### config.mk
export PLATFORM = sky130hd
export DESIGN_NAME = option_fifo
export DESIGN_NICKNAME = d
export VERILOG_FILES = /design/src/rtl/option_pkg.sv /design/src/rtl/option_pack.sv /design/src/rtl/option_fifo.sv
export SDC_FILE = /design/constraint.sdc
export NUM_CORES = 1
export LEC_CHECK = 0
export CAP_MARGIN = 20
export CORE_UTILIZATION = 65
export CTS_BUF_LIST = sky130_fd_sc_hd__clkbuf_4 sky130_fd_sc_hd__clkbuf_8
export DETAILED_ROUTE_END_ITERATION = 12
export DONT_BUFFER_PORTS = 1
export GPL_TIMING_DRIVEN = 0
export PLACE_DENSITY_LB_ADDON = 0.05
export SYNTH_ARGS = -nofsm -noshare
export SYNTH_HDL_FRONTEND = slang
export SYNTH_SLANG_ARGS = --single-unit
### constraint.sdc
create_clock -name clk_i -period 6.5 [get_ports clk_i]
set_input_delay 0.325 -clock clk_i [delete_from_list [all_inputs] [get_ports clk_i]]
set_output_delay 0.325 -clock clk_i [all_outputs]
set_load 0.03 [all_outputs]
### src/rtl/option_pkg.sv
// Shared encoding of Spade Option<int<W>>: tag in the MSB, 0 = Some, 1 = None.
package option_pkg;

    localparam logic TAG_SOME = 1'b0;
    localparam logic TAG_NONE = 1'b1;

    // Widest payload the packing helpers handle; callers slice the low w+1 bits.
    localparam int MAX_W = 64;

    function automatic int option_width(input int w);
        return w + 1;
    endfunction

    function automatic logic [MAX_W:0] mk_some(input logic [MAX_W-1:0] payload, input int w);
        logic [MAX_W:0] r;
        r = '0;
        for (int i = 0; i < MAX_W; i++) begin
            if (i < w) r[i] = payload[i];
        end
        r[w] = TAG_SOME;
        return r;
    endfunction

    function automatic logic [MAX_W:0] mk_none(input int w);
        logic [MAX_W:0] r;
        r    = '0;
        r[w] = TAG_NONE;
        return r;
    endfunction

endpackage

### src/rtl/option_pack.sv
// Packs a valid/payload pair into Option<int<W>>; None always carries a zero payload.
// Purely combinational, no backpressure.
module option_pack
    import option_pkg::*;
#(
    parameter int W = 16
) (
    input  logic         valid_i,
    input  logic [W-1:0] payload_i,
    output logic [W:0]   opt_o
);

    always_comb begin
        opt_o = {TAG_NONE, {W{1'b0}}};
        if (valid_i) opt_o = {TAG_SOME, payload_i};
    end

endmodule

### src/rtl/option_fifo.sv
// First-word-fall-through FIFO presenting its head as Option<int<W>> (None when empty).
// Pushes to a full FIFO without a same-cycle pop are dropped and flagged; empty pops are flagged.
module option_fifo
    import option_pkg::*;
#(
    parameter  int W     = 16,
    parameter  int DEPTH = 4,
    localparam int CW    = $clog2(DEPTH) + 1
) (
    input  logic          clk_i,
    input  logic          rst_n_i,
    input  logic [W-1:0]  x_i,
    input  logic          push_i,
    input  logic          pop_i,
    output logic [W:0]    output__,
    output logic          full_o,
    output logic [CW-1:0] count_o,
    output logic          overflow_o,
    output logic          underflow_o
);

    localparam int AW = $clog2(DEPTH);

    logic [AW-1:0] rd_ptr_q, rd_ptr_d;
    logic [AW-1:0] wr_ptr_q, wr_ptr_d;
    logic [CW-1:0] count_q, count_d;
    logic          overflow_q, overflow_d;
    logic          underflow_q, underflow_d;
    logic [W-1:0]  mem_q [DEPTH];
    logic [W-1:0]  mem_d [DEPTH];

    logic empty;
    logic full;
    logic do_pop;
    logic do_push;

    always_comb begin
        empty   = (count_q == '0);
        full    = (count_q == CW'(DEPTH));
        do_pop  = pop_i && !empty;
        // A full FIFO still accepts a push when the head leaves in the same cycle.
        do_push = push_i && (!full || do_pop);

        rd_ptr_d    = rd_ptr_q;
        wr_ptr_d    = wr_ptr_q;
        mem_d       = mem_q;
        count_d     = count_q + CW'(do_push) - CW'(do_pop);
        overflow_d  = overflow_q  || (push_i && !do_push);
        underflow_d = underflow_q || (pop_i && empty);

        if (do_pop) rd_ptr_d = rd_ptr_q + AW'(1);
        if (do_push) begin
            mem_d[wr_ptr_q] = x_i;
            wr_ptr_d        = wr_ptr_q + AW'(1);
        end
    end

    always_ff @(posedge clk_i) begin
        if (!rst_n_i) begin
            rd_ptr_q    <= '0;
            wr_ptr_q    <= '0;
            count_q     <= '0;
            overflow_q  <= 1'b0;
            underflow_q <= 1'b0;
        end else begin
            rd_ptr_q    <= rd_ptr_d;
            wr_ptr_q    <= wr_ptr_d;
            count_q     <= count_d;
            overflow_q  <= overflow_d;
            underflow_q <= underflow_d;
        end
    end

    // Storage is deliberately left out of reset; the count alone decides what is live.
    always_ff @(posedge clk_i) begin
        mem_q <= mem_d;
    end

    option_pack #(.W(W)) u_pack (
        .valid_i   (!empty),
        .payload_i (mem_q[rd_ptr_q]),
        .opt_o     (output__)
    );

    assign full_o      = full;
    assign count_o     = count_q;
    assign overflow_o  = overflow_q;
    assign underflow_o = underflow_q;

    tag_matches_count: assert property (@(posedge clk_i) disable iff (!rst_n_i)
        output__[W] == (count_q == '0));

endmodule

== Yosys cells after proc, flatten, opt, wreduce, memory -nomap -nowiden ==
Index checks and enable logic that the tools add are counted.
Storage, ports and cells
  register bits: 73
  latch bits: 0
  memory bits (writable): 0
  ROM bits: 0
  input port bits: 20
  output and inout bits: 23
  word-level logic and storage cells: 38
  memories kept: 0
Operators by class
  add/subtract/negate cells: 4
  multiply operators: 0
  divide/modulo/power cells: 0
  magnitude comparators: 3
  equal/unequal tests: 1
  shift-type cells: 0
  mux-type cells: 7
  bitwise gates (word level): 2
  reductions and logical operators: 12
Operators by type and width (number)
  bitwise mux 64 bit: 1
  two-way mux 16 bit: 3
  binary-select mux 16 bit (select 2 bit): 1
  demux 16 bit (select 2 bit): 1
  two-way mux 17 bit: 1
  greater-or-equal comparator 3 bit, second input constant: 2
  inverter 2 -> 3 bit: 2
  logical AND 1 bit: 5
  adder 2 x 1 -> 2 bit, second input constant: 2
  adder 3 x 1 -> 3 bit: 1
  equality test 3 bit, second input constant: 1
  zero test 1 bit: 3
  zero test 3 bit: 1
  logical OR 1 bit: 3
  < comparator 3 x 1 -> 1 bit, second input constant: 1
  subtractor 3 x 1 -> 3 bit: 1

== Longest topological paths before layout ==
  depth in word-level cells: 8
  depth in mapped cells: 10
  mapped depth without buffers: 10

== Modules after synthesis ==
From an unflattened synthesis, not the netlist that was laid out.
Second synthesis, totals
  cells, all modules: 157
  area, all modules: 2990.4 um^2
Modules (own cells, without submodules)
  option_fifo: times used 1, cells each 139, area each 2860.2 um^2, seq. area each 2102.0 um^2
  option_pack: times used 1, cells each 18, area each 130.1 um^2, seq. area each 0.0 um^2

== Worst setup path after synthesis ==
OpenSTA, ideal clock, no wires.
  kind: register to register
  from: reg count_q[2] (netlist: count_o[2])
  to: reg count_q[2] (netlist: count_o[2])
  library setup time: 115 ps
  arrival: 2959 ps
  required time: 6385 ps
  slack: 3426 ps
  cell stages (with the launch flop): 11
  buffers on the path: 0
  clock period less this slack: 3074 ps
  path through: dfxtp_1 nor3b_1 a21boi_1 inv_1 ha_1 inv_1 ha_1 fa_1 xnor2_1 xnor2_1 and2_1
RTL lines
  start, declared: RTL line option_fifo.sv:26  | logic [CW-1:0] count_q, count_d;
  start signal, assigned: RTL line option_fifo.sv:68  | count_q <= count_d;
  equality test 3 bit: RTL line option_fifo.sv:39  | full = (count_q == CW'(DEPTH));
  named net full_o: RTL line option_fifo.sv:16  | output logic full_o,
  zero test 1 bit: RTL line option_fifo.sv:42  | do_push = push_i && (!full || do_pop);
  logical OR 1 bit: RTL line option_fifo.sv:42
  logical AND 1 bit: RTL line option_fifo.sv:42
  adder 3 x 1 -> 3 bit: RTL line option_fifo.sv:47  | count_d = count_q + CW'(do_push) - CW'(do_pop);
  subtractor 3 x 1 -> 3 bit: RTL line option_fifo.sv:47
The timed path passes the listed nets, and every way through them passes these cells.
A chain may end at the register's enable or synchronous reset.

== Final worst setup path ==
Ends and elaborated chain as after synthesis.

==> implementation parameters <==
Parameter                              Value

Run status
  Status    complete, no violations

GRT
  Global-route wire length before repair    7070 µm
  Initial antenna violation count    0
  Total gr overflow    0
  Largest net degree at the start of global routing    17
  GR Util All Layers    20.8%
  Vias in the first global route    1427

Critical path
  Maximum fanout along the worst path    7
  Worst reg-to-reg setup slack    3.31 ns
  CP startpoint kind    flop
  Critical path start-end classification    reg -> reg
  Worst reg2reg path depth    11
  RR Startpoint    count_o[2]
  Arr. time, crit path    3.42 ns
  Endpoint kind of the worst setup timing path    flop
  WP data required    6.73 ns
  Critical register-to-register path endpoint    count_o[2]

Timing
  Max-slew violation count    0
  Total setup violations reported at the end of the flow    0
  Max Clk Rate    0.314 GHz
  Max Clock Skew    0.00918 ns
  Final Critical Period    3.19 ns
  Worst relative slew slack    32.1%
  RSZ-0062 raised after global routing    no
  Count of endpoints failing hold in the final timing report    0
  Period Utilization, post-route    49.1%
  Transition time at the pin with the least slew margin    1.02 ns
  Fin Setup TNS    0 ns

Place
  Placed Instance Area    3040 µm²
  Count of input and output buffers    0
  Cell count after placement    209
  Total half-perimeter wirelength after legalization and detailed placement    3020 µm
  RD Place Congestion    0.796

Yosys
  Sequential area share after synthesis    70.7%
  Count of unique library cells instantiated by Yosys    29
  Leading register cell type out of synthesis    sky130_fd_sc_hd__edfxtp_1
  Syn Inst Count    157
  Mapped cell area    2970 µm²
  EDFF count, synth    64
  Register bit count reported by yosys    73
  Synth Net Count    184
  Synthesized area per cell    18.9 µm²
  Fraction of synthesis flops using an asynchronous set or reset pin    0%
  Number of warnings printed during yosys synthesis    0

Power and ir drop
  Leakage Power    1.09 nW
  Combinational group share of total power    31.0%
  Power per standard cell area    409 nW/µm²
  Switching power share of the total    35.1%
  Share of power burned in the clock network    23.7%
  Internal power    0.855 mW
  Sequential Power Share    45.3%
  Worst ir drop on vdd    0.224 mV
  Net switching power    0.462 mW

Final layout
  Layout filler cell count    275
  Area growth from synthesis to layout    8.29%
  Final-stage net count    196
  Proportion of layout cells with a drive suffix above 1    17.2%
  Design Area, Final    3220 µm²
  Diode insertion count for antenna repair    0
  Non-filler instance count after layout    226
  Final core utilization    73.4%

Clock tree
  Clock tree from TritonCTS    done
  CTS HTree Levels    3
  Clk buf depth    2
  Number of cells upsized or downsized after cts    0
  Cts bufs inserted    9
  Latest clock arrival within the worst-skew pair    0.33 ns
  Clk Tree Root Cell    sky130_fd_sc_hd__clkbuf_8
  Post-CTS Setup Bufs    0
  Clock slew at reported path FFs    0.07 ns
  Count of hold buffers inserted by post-cts repair    0
  Clock sink total    73

Die
  I/O pin count    43
  Row count    24
  Area of the placeable core    4380 µm²
  Die area    4850 µm²
  Y dimension of the die    69.6 µm
  Die W    69.6 µm
  Starting Density    67.8%

Worst hold path
  Terminating pin of the worst hold path    mem_q[31]
  Startpoint of the worst hold path    x_i[15]
  Worst hold-check path type    in -> reg
  Cell count of the worst hold path    0

Route
  Post-Route M1 WL    1800 µm
  First-pass DRT Iterations    4
  Detail Route met2 WL    2520 µm
  Number of vias per cell after detailed routing    5.93
  Total DRC errors in the routed layout    0
  Total number of vias    1341
  Final ANT Viol Nets    0
  Uppermost routed layer    met4
  Total detailed-routing wirelength    4640 µm
  Detailed-route wire length per cell    20.5 µm
  DR iter-0 viols    134
  Routed wl met3    266 µm

Job
  Max-cap viol count    0
power groups by stage:
| stage | registers [mW] | logic [mW] | clock network, mW |
|---|---|---|---|
| final | 0.597 | 0.408 | 0.312 |
| after global routing | 0.601 | 0.437 | 0.334 |
| after CTS | 0.598 | 0.415 | 0.316 |
| after detailed placement | 0.608 | 0.414 | 0 |
| after global placement | 0.605 | 0.401 | 0 |
| after floorplan | 0.601 | 0.354 | 0 |
stage by stage:
stage | hold slack (ns) | power (mW) | setup slack (ns)
after global placement | 0.424 | 1.01 | 3.30
final | 0.0831 | 1.32 | 3.31
after detailed placement | 0.424 | 1.02 | 3.14
after floorplan | 0.424 | 0.955 | 3.43
after CTS | 0.0710 | 1.33 | 3.13
after global routing | 0.0650 | 1.37 | 3.15
synth_stat cells, drive strengths merged, types with 2 or more instances:
library cell / count / share of area (%)
clkbuf: 3 / 0.42
nor2b: 18 / 4.0
o21ai: 2 / 0.34
inv: 7 / 0.88
mux4: 16 / 13
dfxtp: 9 / 6.1
mux2i: 2 / 0.67
ha: 6 / 2.5
xnor2: 2 / 0.59
nand2: 6 / 0.76
buf: 5 / 1.6
a21boi: 2 / 0.51
edfxtp: 64 / 65
and2: 7 / 1.5
how the worst max path moves through the flow:
stage          startpoint    endpoint  slack, ns
2_1_floorplan  count_o[2]  count_o[2]       3.43
3_3_place_gp   count_o[2]  count_o[2]       3.30
3_5_place_dp   count_o[2]  count_o[2]       3.14
4_1_cts        count_o[2]  count_o[2]       3.13
5_1_grt        count_o[2]  count_o[2]       3.15
6_report       count_o[2]  count_o[2]       3.31
flip-flops by register name, indices dropped and copies added (netlist names):
| name | flops |
|---|---|
| count_o | 3 |
| mem_q | 64 |
| overflow_o | 1 |
| rd_ptr_q | 2 |
| underflow_o | 1 |
| wr_ptr_q | 2 |
area by class of cell:
type / instances / area, µm² / share of cell area [%]
buffer: 8 / 61.3 / 1.91
tap: 52 / 65.1 / 2.02
inverter: 7 / 26.3 / 0.816
clock inverter: 3 / 17.5 / 0.544
clock buffer: 13 / 160 / 4.98
sequential: 73 / 2100 / 65.3
timing repair buffer: 1 / 3.75 / 0.117
multi-input combinational: 69 / 782 / 24.3
layout by cell type (no fill, tap or decap), types with 2 or more instances in the layout:
cell                       Yosys  final
sky130_fd_sc_hd__and2_1        7      7
sky130_fd_sc_hd__buf_2         2      2
sky130_fd_sc_hd__clkbuf_1      2      3
sky130_fd_sc_hd__clkbuf_4      0      3
sky130_fd_sc_hd__clkbuf_8      0     10
sky130_fd_sc_hd__clkinv_2      0      2
sky130_fd_sc_hd__dfxtp_1       9      9
sky130_fd_sc_hd__edfxtp_1     64     64
sky130_fd_sc_hd__ha_1          6      6
sky130_fd_sc_hd__inv_1         7      7
sky130_fd_sc_hd__mux2i_1       2      2
sky130_fd_sc_hd__mux4_1        9      9
sky130_fd_sc_hd__mux4_2        7      7
sky130_fd_sc_hd__nand2_1       6      6
sky130_fd_sc_hd__nor2b_1      17     17
sky130_fd_sc_hd__o21ai_0       2      2
sky130_fd_sc_hd__xnor2_1       2      2
logic make-up (layout without fill, tap and decap cells):
logic type | after synthesis | count (layout) | synth area share (%)
XOR/XNOR | 2 | 2 | 0.590
AND/OR/NAND/NOR | 36 | 36 | 7.37
flip-flops | 73 | 73 | 70.7
buffers and inverters | 15 | 32 | 2.95
multiplexers | 18 | 18 | 13.9
AO/OA/AOI/OAI | 6 | 6 | 1.22
adder cells (fa/ha/maj) | 7 | 7 | 3.20
worst max-delay path, cell delays in order, from the launching register on:
cell	delay (ns)
sky130_fd_sc_hd__dfxtp_1	0.56
sky130_fd_sc_hd__nor3b_1	0.87
sky130_fd_sc_hd__clkbuf_1	0.20
sky130_fd_sc_hd__a21boi_1	0.19
sky130_fd_sc_hd__inv_1	0.10
sky130_fd_sc_hd__ha_1	0.12
sky130_fd_sc_hd__inv_1	0.04
sky130_fd_sc_hd__ha_1	0.19
sky130_fd_sc_hd__fa_1	0.39
sky130_fd_sc_hd__xnor2_1	0.15
sky130_fd_sc_hd__xnor2_1	0.13
sky130_fd_sc_hd__and2_1	0.15
per-layer routing:
metal	vias up	global-route usage (%)
met4	0	10.7
met3	6	5.81
li1	627	-
met5	-	0
met2	40	37.2
met1	668	22.5
Power figures use the tool's default switching activity.
